==> src/rtl/bomb_scheduler.sv <==
// Shared bomb slot pool for two players: placement arbitration, fuse countdown and explosion event stream.
// Define BOMB_CHAIN_EN to let cells under flame detonate armed bombs early; otherwise i_chain is ignored.
module bomb_scheduler #(
    parameter int         NUM_SLOTS  = 8,
    parameter logic [5:0] FUSE_TICKS = 6'd48
) (
    input  logic         clk,
    input  logic         rst,
    input  logic         i_tick,
    input  logic         i_p1_place,
    input  logic         i_p2_place,
    input  logic [7:0]   i_p1_cor,
    input  logic [7:0]   i_p2_cor,
    input  logic [2:0]   i_p1_cap,
    input  logic [2:0]   i_p2_cap,
    input  logic [1:0]   i_p1_len,
    input  logic [1:0]   i_p2_len,
    input  logic [255:0] i_chain,
    output logic         o_p1_ack,
    output logic         o_p2_ack,
    output logic [255:0] o_bomb_grid,
    output logic [2:0]   o_p1_active,
    output logic [2:0]   o_p2_active,
    output logic         o_exp_valid,
    input  logic         i_exp_ready,
    output logic [7:0]   o_exp_cor,
    output logic [1:0]   o_exp_len,
    output logic         o_exp_owner
);

    localparam int SW = (NUM_SLOTS > 1) ? $clog2(NUM_SLOTS) : 1;

    typedef enum logic [1:0] {
        S_FREE   = 2'd0,
        S_ARMED  = 2'd1,
        S_FIRING = 2'd2
    } slot_state_t;

    slot_state_t    state_q [NUM_SLOTS];
    slot_state_t    state_d [NUM_SLOTS];
    logic [7:0]     cor_q   [NUM_SLOTS];
    logic [7:0]     cor_d   [NUM_SLOTS];
    logic [1:0]     len_q   [NUM_SLOTS];
    logic [1:0]     len_d   [NUM_SLOTS];
    logic           owner_q [NUM_SLOTS];
    logic           owner_d [NUM_SLOTS];
    logic [5:0]     fuse_q  [NUM_SLOTS];
    logic [5:0]     fuse_d  [NUM_SLOTS];

    logic [255:0]   grid_q, grid_d;
    logic [2:0]     p1_cnt_q, p1_cnt_d;
    logic [2:0]     p2_cnt_q, p2_cnt_d;
    logic           ptr_q, ptr_d;
    logic           p1_ack_q, p2_ack_q;

    logic           exp_valid_q, exp_valid_d;
    logic [7:0]     exp_cor_q, exp_cor_d;
    logic [1:0]     exp_len_q, exp_len_d;
    logic           exp_owner_q, exp_owner_d;
    logic [SW-1:0]  exp_slot_q, exp_slot_d;
    logic           exp_found;

    logic [NUM_SLOTS-1:0] free_mask;
    logic [NUM_SLOTS-1:0] chain_hit;
    logic           free_any, free_two;
    logic [SW-1:0]  free0, free1;
    logic           p1_ok, p2_ok, contested;
    logic           p1_grant, p2_grant;
    logic [SW-1:0]  p1_slot, p2_slot;
    logic           hs;
    logic           p1_dec, p2_dec;

    for (genvar gi = 0; gi < NUM_SLOTS; gi++) begin : g_slot
        assign free_mask[gi] = (state_q[gi] == S_FREE);
`ifdef BOMB_CHAIN_EN
        assign chain_hit[gi] = (state_q[gi] == S_ARMED) && i_chain[cor_q[gi]];
`else
        assign chain_hit[gi] = 1'b0;
`endif
    end

`ifndef BOMB_CHAIN_EN
    logic chain_unused;
    assign chain_unused = ^i_chain;
`endif

    // Two lowest free slots, so both players can be served in one cycle.
    always_comb begin
        free_any = 1'b0;
        free_two = 1'b0;
        free0    = '0;
        free1    = '0;
        for (int i = 0; i < NUM_SLOTS; i++) begin
            if (free_mask[i]) begin
                if (!free_any) begin
                    free0    = SW'(i);
                    free_any = 1'b1;
                end else if (!free_two) begin
                    free1    = SW'(i);
                    free_two = 1'b1;
                end
            end
        end
    end

    always_comb begin
        p1_ok     = i_p1_place && (p1_cnt_q < i_p1_cap) && !grid_q[i_p1_cor] && free_any;
        p2_ok     = i_p2_place && (p2_cnt_q < i_p2_cap) && !grid_q[i_p2_cor] && free_any;
        contested = p1_ok && p2_ok && ((i_p1_cor == i_p2_cor) || !free_two);
        p1_grant  = p1_ok && (!contested || !ptr_q);
        p2_grant  = p2_ok && (!contested || ptr_q);
        p1_slot   = free0;
        p2_slot   = p1_grant ? free1 : free0;
        ptr_d     = contested ? p1_grant : ptr_q;
        hs        = exp_valid_q && i_exp_ready;
    end

    always_comb begin
        for (int i = 0; i < NUM_SLOTS; i++) begin
            state_d[i] = state_q[i];
            cor_d[i]   = cor_q[i];
            len_d[i]   = len_q[i];
            owner_d[i] = owner_q[i];
            fuse_d[i]  = fuse_q[i];
            if (state_q[i] == S_ARMED) begin
                if (i_tick) begin
                    if (fuse_q[i] <= 6'd1) begin
                        state_d[i] = S_FIRING;
                        fuse_d[i]  = 6'd0;
                    end else begin
                        fuse_d[i]  = fuse_q[i] - 6'd1;
                    end
                end
                if (chain_hit[i]) begin
                    state_d[i] = S_FIRING;
                    fuse_d[i]  = 6'd0;
                end
            end
            if (hs && (exp_slot_q == SW'(i))) begin
                state_d[i] = S_FREE;
                fuse_d[i]  = 6'd0;
            end
            if (p1_grant && (p1_slot == SW'(i))) begin
                state_d[i] = S_ARMED;
                cor_d[i]   = i_p1_cor;
                len_d[i]   = i_p1_len;
                owner_d[i] = 1'b0;
                fuse_d[i]  = FUSE_TICKS;
            end
            if (p2_grant && (p2_slot == SW'(i))) begin
                state_d[i] = S_ARMED;
                cor_d[i]   = i_p2_cor;
                len_d[i]   = i_p2_len;
                owner_d[i] = 1'b1;
                fuse_d[i]  = FUSE_TICKS;
            end
        end
    end

    always_comb begin
        grid_d = grid_q;
        if (hs) begin
            grid_d[exp_cor_q] = 1'b0;
        end
        if (p1_grant) begin
            grid_d[i_p1_cor] = 1'b1;
        end
        if (p2_grant) begin
            grid_d[i_p2_cor] = 1'b1;
        end
        p1_dec   = hs && !exp_owner_q && (p1_cnt_q != 3'd0);
        p2_dec   = hs && exp_owner_q && (p2_cnt_q != 3'd0);
        p1_cnt_d = p1_cnt_q + 3'(p1_grant) - 3'(p1_dec);
        p2_cnt_d = p2_cnt_q + 3'(p2_grant) - 3'(p2_dec);
    end

    // Event is chosen from next-state so valid rises the same cycle a slot starts firing
    // and the following slot is presented right after a handshake.
    always_comb begin
        exp_valid_d = exp_valid_q;
        exp_cor_d   = exp_cor_q;
        exp_len_d   = exp_len_q;
        exp_owner_d = exp_owner_q;
        exp_slot_d  = exp_slot_q;
        exp_found   = 1'b0;
        if (!exp_valid_q || i_exp_ready) begin
            exp_valid_d = 1'b0;
            exp_cor_d   = 8'd0;
            exp_len_d   = 2'd0;
            exp_owner_d = 1'b0;
            exp_slot_d  = '0;
            for (int i = 0; i < NUM_SLOTS; i++) begin
                if (!exp_found && (state_d[i] == S_FIRING)) begin
                    exp_found   = 1'b1;
                    exp_valid_d = 1'b1;
                    exp_cor_d   = cor_d[i];
                    exp_len_d   = len_d[i];
                    exp_owner_d = owner_d[i];
                    exp_slot_d  = SW'(i);
                end
            end
        end
    end

    always_ff @(posedge clk or posedge rst) begin
        if (rst) begin
            for (int i = 0; i < NUM_SLOTS; i++) begin
                state_q[i] <= S_FREE;
                cor_q[i]   <= 8'd0;
                len_q[i]   <= 2'd0;
                owner_q[i] <= 1'b0;
                fuse_q[i]  <= 6'd0;
            end
            grid_q      <= '0;
            p1_cnt_q    <= 3'd0;
            p2_cnt_q    <= 3'd0;
            ptr_q       <= 1'b0;
            p1_ack_q    <= 1'b0;
            p2_ack_q    <= 1'b0;
            exp_valid_q <= 1'b0;
            exp_cor_q   <= 8'd0;
            exp_len_q   <= 2'd0;
            exp_owner_q <= 1'b0;
            exp_slot_q  <= '0;
        end else begin
            for (int i = 0; i < NUM_SLOTS; i++) begin
                state_q[i] <= state_d[i];
                cor_q[i]   <= cor_d[i];
                len_q[i]   <= len_d[i];
                owner_q[i] <= owner_d[i];
                fuse_q[i]  <= fuse_d[i];
            end
            grid_q      <= grid_d;
            p1_cnt_q    <= p1_cnt_d;
            p2_cnt_q    <= p2_cnt_d;
            ptr_q       <= ptr_d;
            p1_ack_q    <= p1_grant;
            p2_ack_q    <= p2_grant;
            exp_valid_q <= exp_valid_d;
            exp_cor_q   <= exp_cor_d;
            exp_len_q   <= exp_len_d;
            exp_owner_q <= exp_owner_d;
            exp_slot_q  <= exp_slot_d;
        end
    end

    assign o_p1_ack    = p1_ack_q;
    assign o_p2_ack    = p2_ack_q;
    assign o_bomb_grid = grid_q;
    assign o_p1_active = p1_cnt_q;
    assign o_p2_active = p2_cnt_q;
    assign o_exp_valid = exp_valid_q;
    assign o_exp_cor   = exp_cor_q;
    assign o_exp_len   = exp_len_q;
    assign o_exp_owner = exp_owner_q;

endmodule
==> config.mk <==
export PLATFORM = sky130hd
export DESIGN_NAME = bomb_scheduler
export DESIGN_NICKNAME = d
export VERILOG_FILES = /design/src/rtl/bomb_scheduler.sv
export SDC_FILE = /design/constraint.sdc
export NUM_CORES = 1
export LEC_CHECK = 0
export BUFFER_PORTS_ARGS = -buffer_cell sky130_fd_sc_hd__buf_4
export CAP_MARGIN = 20
export CORE_UTILIZATION = 30
export DETAILED_ROUTE_END_ITERATION = 8
export GPL_ROUTABILITY_DRIVEN = 0
export GPL_TIMING_DRIVEN = 1
export REMOVE_ABC_BUFFERS = 1
export SYNTH_ARGS = -nofsm -noshare
export SYNTH_HDL_FRONTEND = slang
export SYNTH_SLANG_ARGS = --single-unit
==> constraint.sdc <==
create_clock -name clk -period 14.2 [get_ports clk]
set_input_delay 2.13 -clock clk [delete_from_list [all_inputs] [get_ports clk]]
set_output_delay 2.13 -clock clk [all_outputs]
set_load 0.01 [all_outputs]
# [After elaboration in Yosys (flattened, before gate mapping)]
# Cells that the tools add are included.
[totals] out_inout_bits=276 regBits=432 elab_cells=491 inputBits=288
[op_classes] muxes=266 bitwise=4 addsub=12 n_lt_le_gt_ge=16 n_eq_ne=38 n_reduce_logical=104
[op_table] op="$mux 256" count=3
[op_table] op="$or 256x256->256" count=2
[op_table] op="$mux 6" count=48
[op_table] op="$and 256x256->256" count=1
[op_table] op="$not 256->256" count=1
[op_table] op="$mux 8" count=24
[op_table] op="$mux 2" count=72
[op_table] op="$mux 3" count=39
[op_table] op="$mux 1" count=75
[op_table] op="$reduce_bool 4->1" count=16
[op_table] op="$logic_and 1x1->1" count=49
[op_table] op="$le 6x1->1 const B" count=8
[op_table] op="$sub 6x1->6 const B" count=8
[op_table] op="$eq 3x3->1 const B" count=12
[op_table] op="$lt 8x9->1 const B" count=3
[op_table] op="$demux 1 s8" count=3
[op_table] op="$ge 8x1->1 const B" count=3
[op_table] op="$eq 3x2->1 const B" count=6
[op_table] op="$bmux 1 s8" count=2
[op_table] op="$eq 2x1->1 const B" count=8
[op_table] op="$eq 2x2->1 const B" count=8
[op_table] op="$logic_not 2->1" count=8
[op_table] op="$reduce_and 2->1" count=8
[op_table] op="$logic_not 1->1" count=14
[op_table] op="other kinds (8)" count=19

# [Depth between registers and ports, before layout]
[logic_depth] ltp_word=56 mapped_depth=22

# [Worst setup path before layout]
# OpenSTA, ideal clock, no wires.
[synth_path] path_kind="input -> register" start="input i_p1_cor[3]" end="register exp_cor_q[0] (netlist: o_exp_cor[0])" stages=17 setup_time_ns=0.141 setup_slack_ns=8.067 n_path_buf=5 arrival_time_ns=5.992 required_ns=14.059 path_cell_list="buf_2 buf_2 buf_1 mux4_2 o211a_1 a2111oi_0 nor4_1 nand4b_1 a211oi_2 buf_2 mux2_2 nor2_1 buf_2 mux2_2 a32o_1 o221ai_1 a31oi_1"
[synth_lines] element="from (decl)" line_no="12" rtl="input logic [7:0] i_p1_cor,"
[synth_lines] element="to (signal assigned)" line_no="240" rtl="exp_cor_q <= exp_cor_d;"
[synth_lines] element="to (decl)" line_no="57" rtl="logic [7:0] exp_cor_q, exp_cor_d;"

# [Worst setup path in the final report]
[layout_path] start="input i_p2_cor[0]" end="register exp_cor_q[0] (netlist: o_exp_cor[0])"
[layout_via] elab_chain_len=44 word_cells_on_any_way=115 classes_between="16 x eq/ne; 57 x mux; 42 x reduce/logical"
[layout_lines] element="from (decl)" line_no="13" rtl="input logic [7:0] i_p2_cor,"
[layout_lines] element="$bmux 1 s8" line_no="108" rtl="p2_ok = i_p2_place && (p2_cnt_q < i_p2_cap) && !grid_q[i_p2_cor] && free_any;"
[layout_lines] element="$mux 1 (not written as such)" line_no="108"
[layout_lines] element="$logic_not 1->1" line_no="108"
[layout_lines] element="$logic_and 1x1->1 (2 in series)" line_no="108"
[layout_lines] element="$logic_and 1x1->1 (2 in series)" line_no="109" rtl="contested = p1_ok && p2_ok && ((i_p1_cor == i_p2_cor) || !free_two);"
[layout_lines] element="$logic_not 1->1" line_no="110, 111"
[layout_lines] element="$logic_or 1x1->1" line_no="110" rtl="p1_grant = p1_ok && (!contested || !ptr_q);"
[layout_lines] element="$logic_and 1x1->1" line_no="110"
[layout_lines] element="[26 not listed]"
[layout_lines] element="$mux 1" line_no="186" rtl="if (!exp_valid_q || i_exp_ready) begin"
[layout_lines] element="$logic_not 1->1" line_no="193" rtl="if (!exp_found && (state_d[i] == S_FIRING)) begin"
[layout_lines] element="$logic_and 1x1->1" line_no="193"
[layout_lines] element="$mux 1" line_no="193"
[layout_lines] element="$mux 1" line_no="186"
[layout_lines] element="$logic_not 1->1" line_no="193"
[layout_lines] element="$logic_and 1x1->1" line_no="193"
[layout_lines] element="$mux 8 *" line_no="193"
# Mark *: on every way between the ends. The rest lies on a longest branch, timed or not. The select of a mux whose other input is x is not followed.
# A chain may end at the register's enable or synchronous reset.

==> qor.yml <==
status: "finished, final reports clean"
first_iter_violations: 3819
hold_ws_ns: 0.4704
ir_worst_vdd_mv: 0.1001
synth.top_cell.area_share_pct: 41.50
numCtsBuffers: 51
worstSetupStartpointType: "primary input"
cts_root_buf: "clkbuf_16"
drive_above_1_share_pct: 20.22
postCtsHoldBufs: 0
path_clk_slew_ns: 0.06
seq_area_frac_synth_pct: 41.50
htreeDepth: 2
synth_area_sq_mm: 0.02605
core-area_sq_mm: 0.08555
vias_per_cell: 6.571
routed.top_layer: "met5"
report.final.setup_viol: 0
period_share_pct: 67.86
tightest_slew_ns: 1.343
setup_tns_ns: 0
hold_path_startpoint: "owner_q[0]"
worstPathRequired_ns: 14.66
worstSetupPathType: "primary input to flop"
syn_area_per_cell_sq_um: 9.874
routedWlPerCell_microns: 31.43
m1WireLength_microns: 47360
cts_tree: "done"
syn_inst: 2638
portBuffers: 307
fin_skew_ns: 0.07590
die_w_microns: 296.7
die_area_sq_mm: 0.08801
cp-end-kind: "flop"
ff2ff_setup_slack_ns: 6.88
crit_arrival_ns: 10.09
area_delta_synth_final_pct: 19.77
grt_setup_unrepaired: "no"
rows: 107
grt_max_degree: 176
yosys_warnings: 0
drt_first_pass_iters: 6
fmax_mhz: 103.8
fillers: 8564
track_usage_pct: 28.09
final_design_area_no_fill_sq_mm: 0.03120
stdcell_count: 4006
synth_enable_flop_cells: 0
synth_seq_cells: 432
slew_headroom_pct: 10.18
p_per_area_mw_per_mm2: 186.8
yosysMostFrequentCell: "dfrtp_1"
cts.sinks: 432
r2r_start: "o_bomb_grid[114]"
cts_resized: 0
cap_violations: 0
clk_latency_ns: 0.67
floorplan.initialDensity_pct: 30.45
finalWirelength_microns: 125900
wl_met2_microns: 51290
finalWorstSetupSlack_ns: 4.563
slew_viol_final: 0
synthTopCellsByArea: "dfrtp_1 42%, o221ai_1 9.0%, mux4_2 8.0%"
hpwl_microns: 83020
finalHoldViolations: 0
p_leak_uw: 0.01358
drc: 0
dp.cells: 3903
antenna_found_initial: 5
seq_area_sq_mm: 0.01081
dpl-instance-area_sq_mm: 0.02923
ys.flop_type: "dfrtp_1"
boundaryPins: 564
vias: 26330
path_max_fanout: 41
period_needed_ns: 9.637
route.met3.wl_microns: 18620
yosysTopAreaCell: "dfrtp_1"
ys_types: 83
pre_cts_ws_ns: 4.223
nets: 3140
hold_class: "flop to flop"
die_h_microns: 296.7
async_flop_share_pct: 100.0
clockBufferDepth: 3
synth_common_cells: "432 x dfrtp_1, 357 x o21ai_0, 268 x o221ai_1"
post_cts_buffers: 0
multi_input_area_sq_mm: 0.01408
grt_pass1_vias: 24770
grt-ovfl-total: 0
crit_start: "i_p2_cor[0]"
grt_pass1_wl_microns: 180000
ant_nets: 0
## logic make-up (layout without fill, tap and decap cells)
group                    after synthesis  count (layout)  synth area share [%]
AO/OA/AOI/OAI                        943             943                 24.48
XOR/XNOR                              14              14                0.4708
adder cells (fa/ha/maj)               32              32                 1.585
buffers and inverters                275             496                 4.482
flip-flops                           432             432                 41.50
multiplexers                         288             288                 15.63
other                                  0               3                     0
AND/OR/NAND/NOR                      654             654                 11.85
## state kept, by name (all words and copies together), names as in the netlist, 8 cells and up
name / count
o_bomb_grid: 256
owner_q: 8
o_exp_cor: 8
state_q: 16
fuse_q: 48
len_q: 16
cor_q: 64
## layer usage
| metal | vias to the layer above | track usage [%] |
|---|---|---|
| li1 | 10620 | - |
| met1 | 13130 | 36.09 |
| met2 | 2099 | 39.26 |
| met3 | 473 | 11.71 |
| met4 | 4 | 16.07 |
| met5 | - | 0.6098 |
## critical path, stage by stage
cell	delay, ns
buf_6	0.38
buf_4	0.71
mux4_2	0.60
mux2i_1	0.33
a221oi_1	0.13
nand2_1	0.31
nand4b_1	0.43
a2111oi_4	0.73
o31a_1	1.01
inv_2	0.43
o21ai_1	0.35
a211o_1	0.32
o2111a_1	0.82
nand2_1	0.58
o221ai_1	0.54
a31oi_1	0.14
## power breakdown
group / internal (uW) / switching, uW / leakage [uW]
logic: 975 / 1480 / 0.00698
clock network: 810 / 597 / 0.000868
registers: 1570 / 397 / 0.00573
total: 3350 / 2480 / 0.0136
## path summary, 6_finish.rpt
path	endpoint	cells past startpoint
max reg2reg	o_exp_cor[0]	14
max in group asynchronous	o_bomb_grid[214]	3
min reg2reg	owner_q[0]	2
min	owner_q[0]	2
max	o_exp_cor[0]	16
min in group asynchronous	o_p1_ack	2
## stage by stage
step                      utilization, %  power [uW]
after global placement             34.05        4321
after global routing               36.46        6116
after CTS                          36.23        5753
after detailed placement           34.16        4354
final                              36.47        5828
after floorplan                        -        3334
## cells in the final DEF, fill, tap and decap left out, types with 16 or more instances in the layout
master / netlist / routed
a211oi_1: 16 / 16
a21oi_1: 89 / 89
a22oi_1: 57 / 57
a31oi_1: 18 / 18
buf_4: 9 / 342
clkbuf_16: 0 / 51
dfrtp_1: 432 / 432
ha_1: 29 / 29
inv_1: 43 / 42
mux2_2: 17 / 17
mux2i_1: 176 / 176
mux4_2: 93 / 93
nand2_1: 217 / 217
nand2b_1: 19 / 19
nand3_1: 81 / 81
nor2_1: 144 / 144
nor2b_1: 39 / 39
nor3_1: 49 / 49
o21ai_0: 357 / 357
o21ai_1: 20 / 20
o221ai_1: 268 / 268
o22ai_1: 18 / 18
## cell type report
class / count / share of cell area [%]
antenna: 3 / 0.02406
clock inverter: 19 / 0.8663
tap: 1144 / 4.588
multi-input combinational: 1931 / 45.12
timing repair buffer: 359 / 9.377
sequential: 432 / 34.65
inverter: 46 / 0.5775
clock buffer: 72 / 4.793
Note: power is estimated with default switching activity, not from simulation.
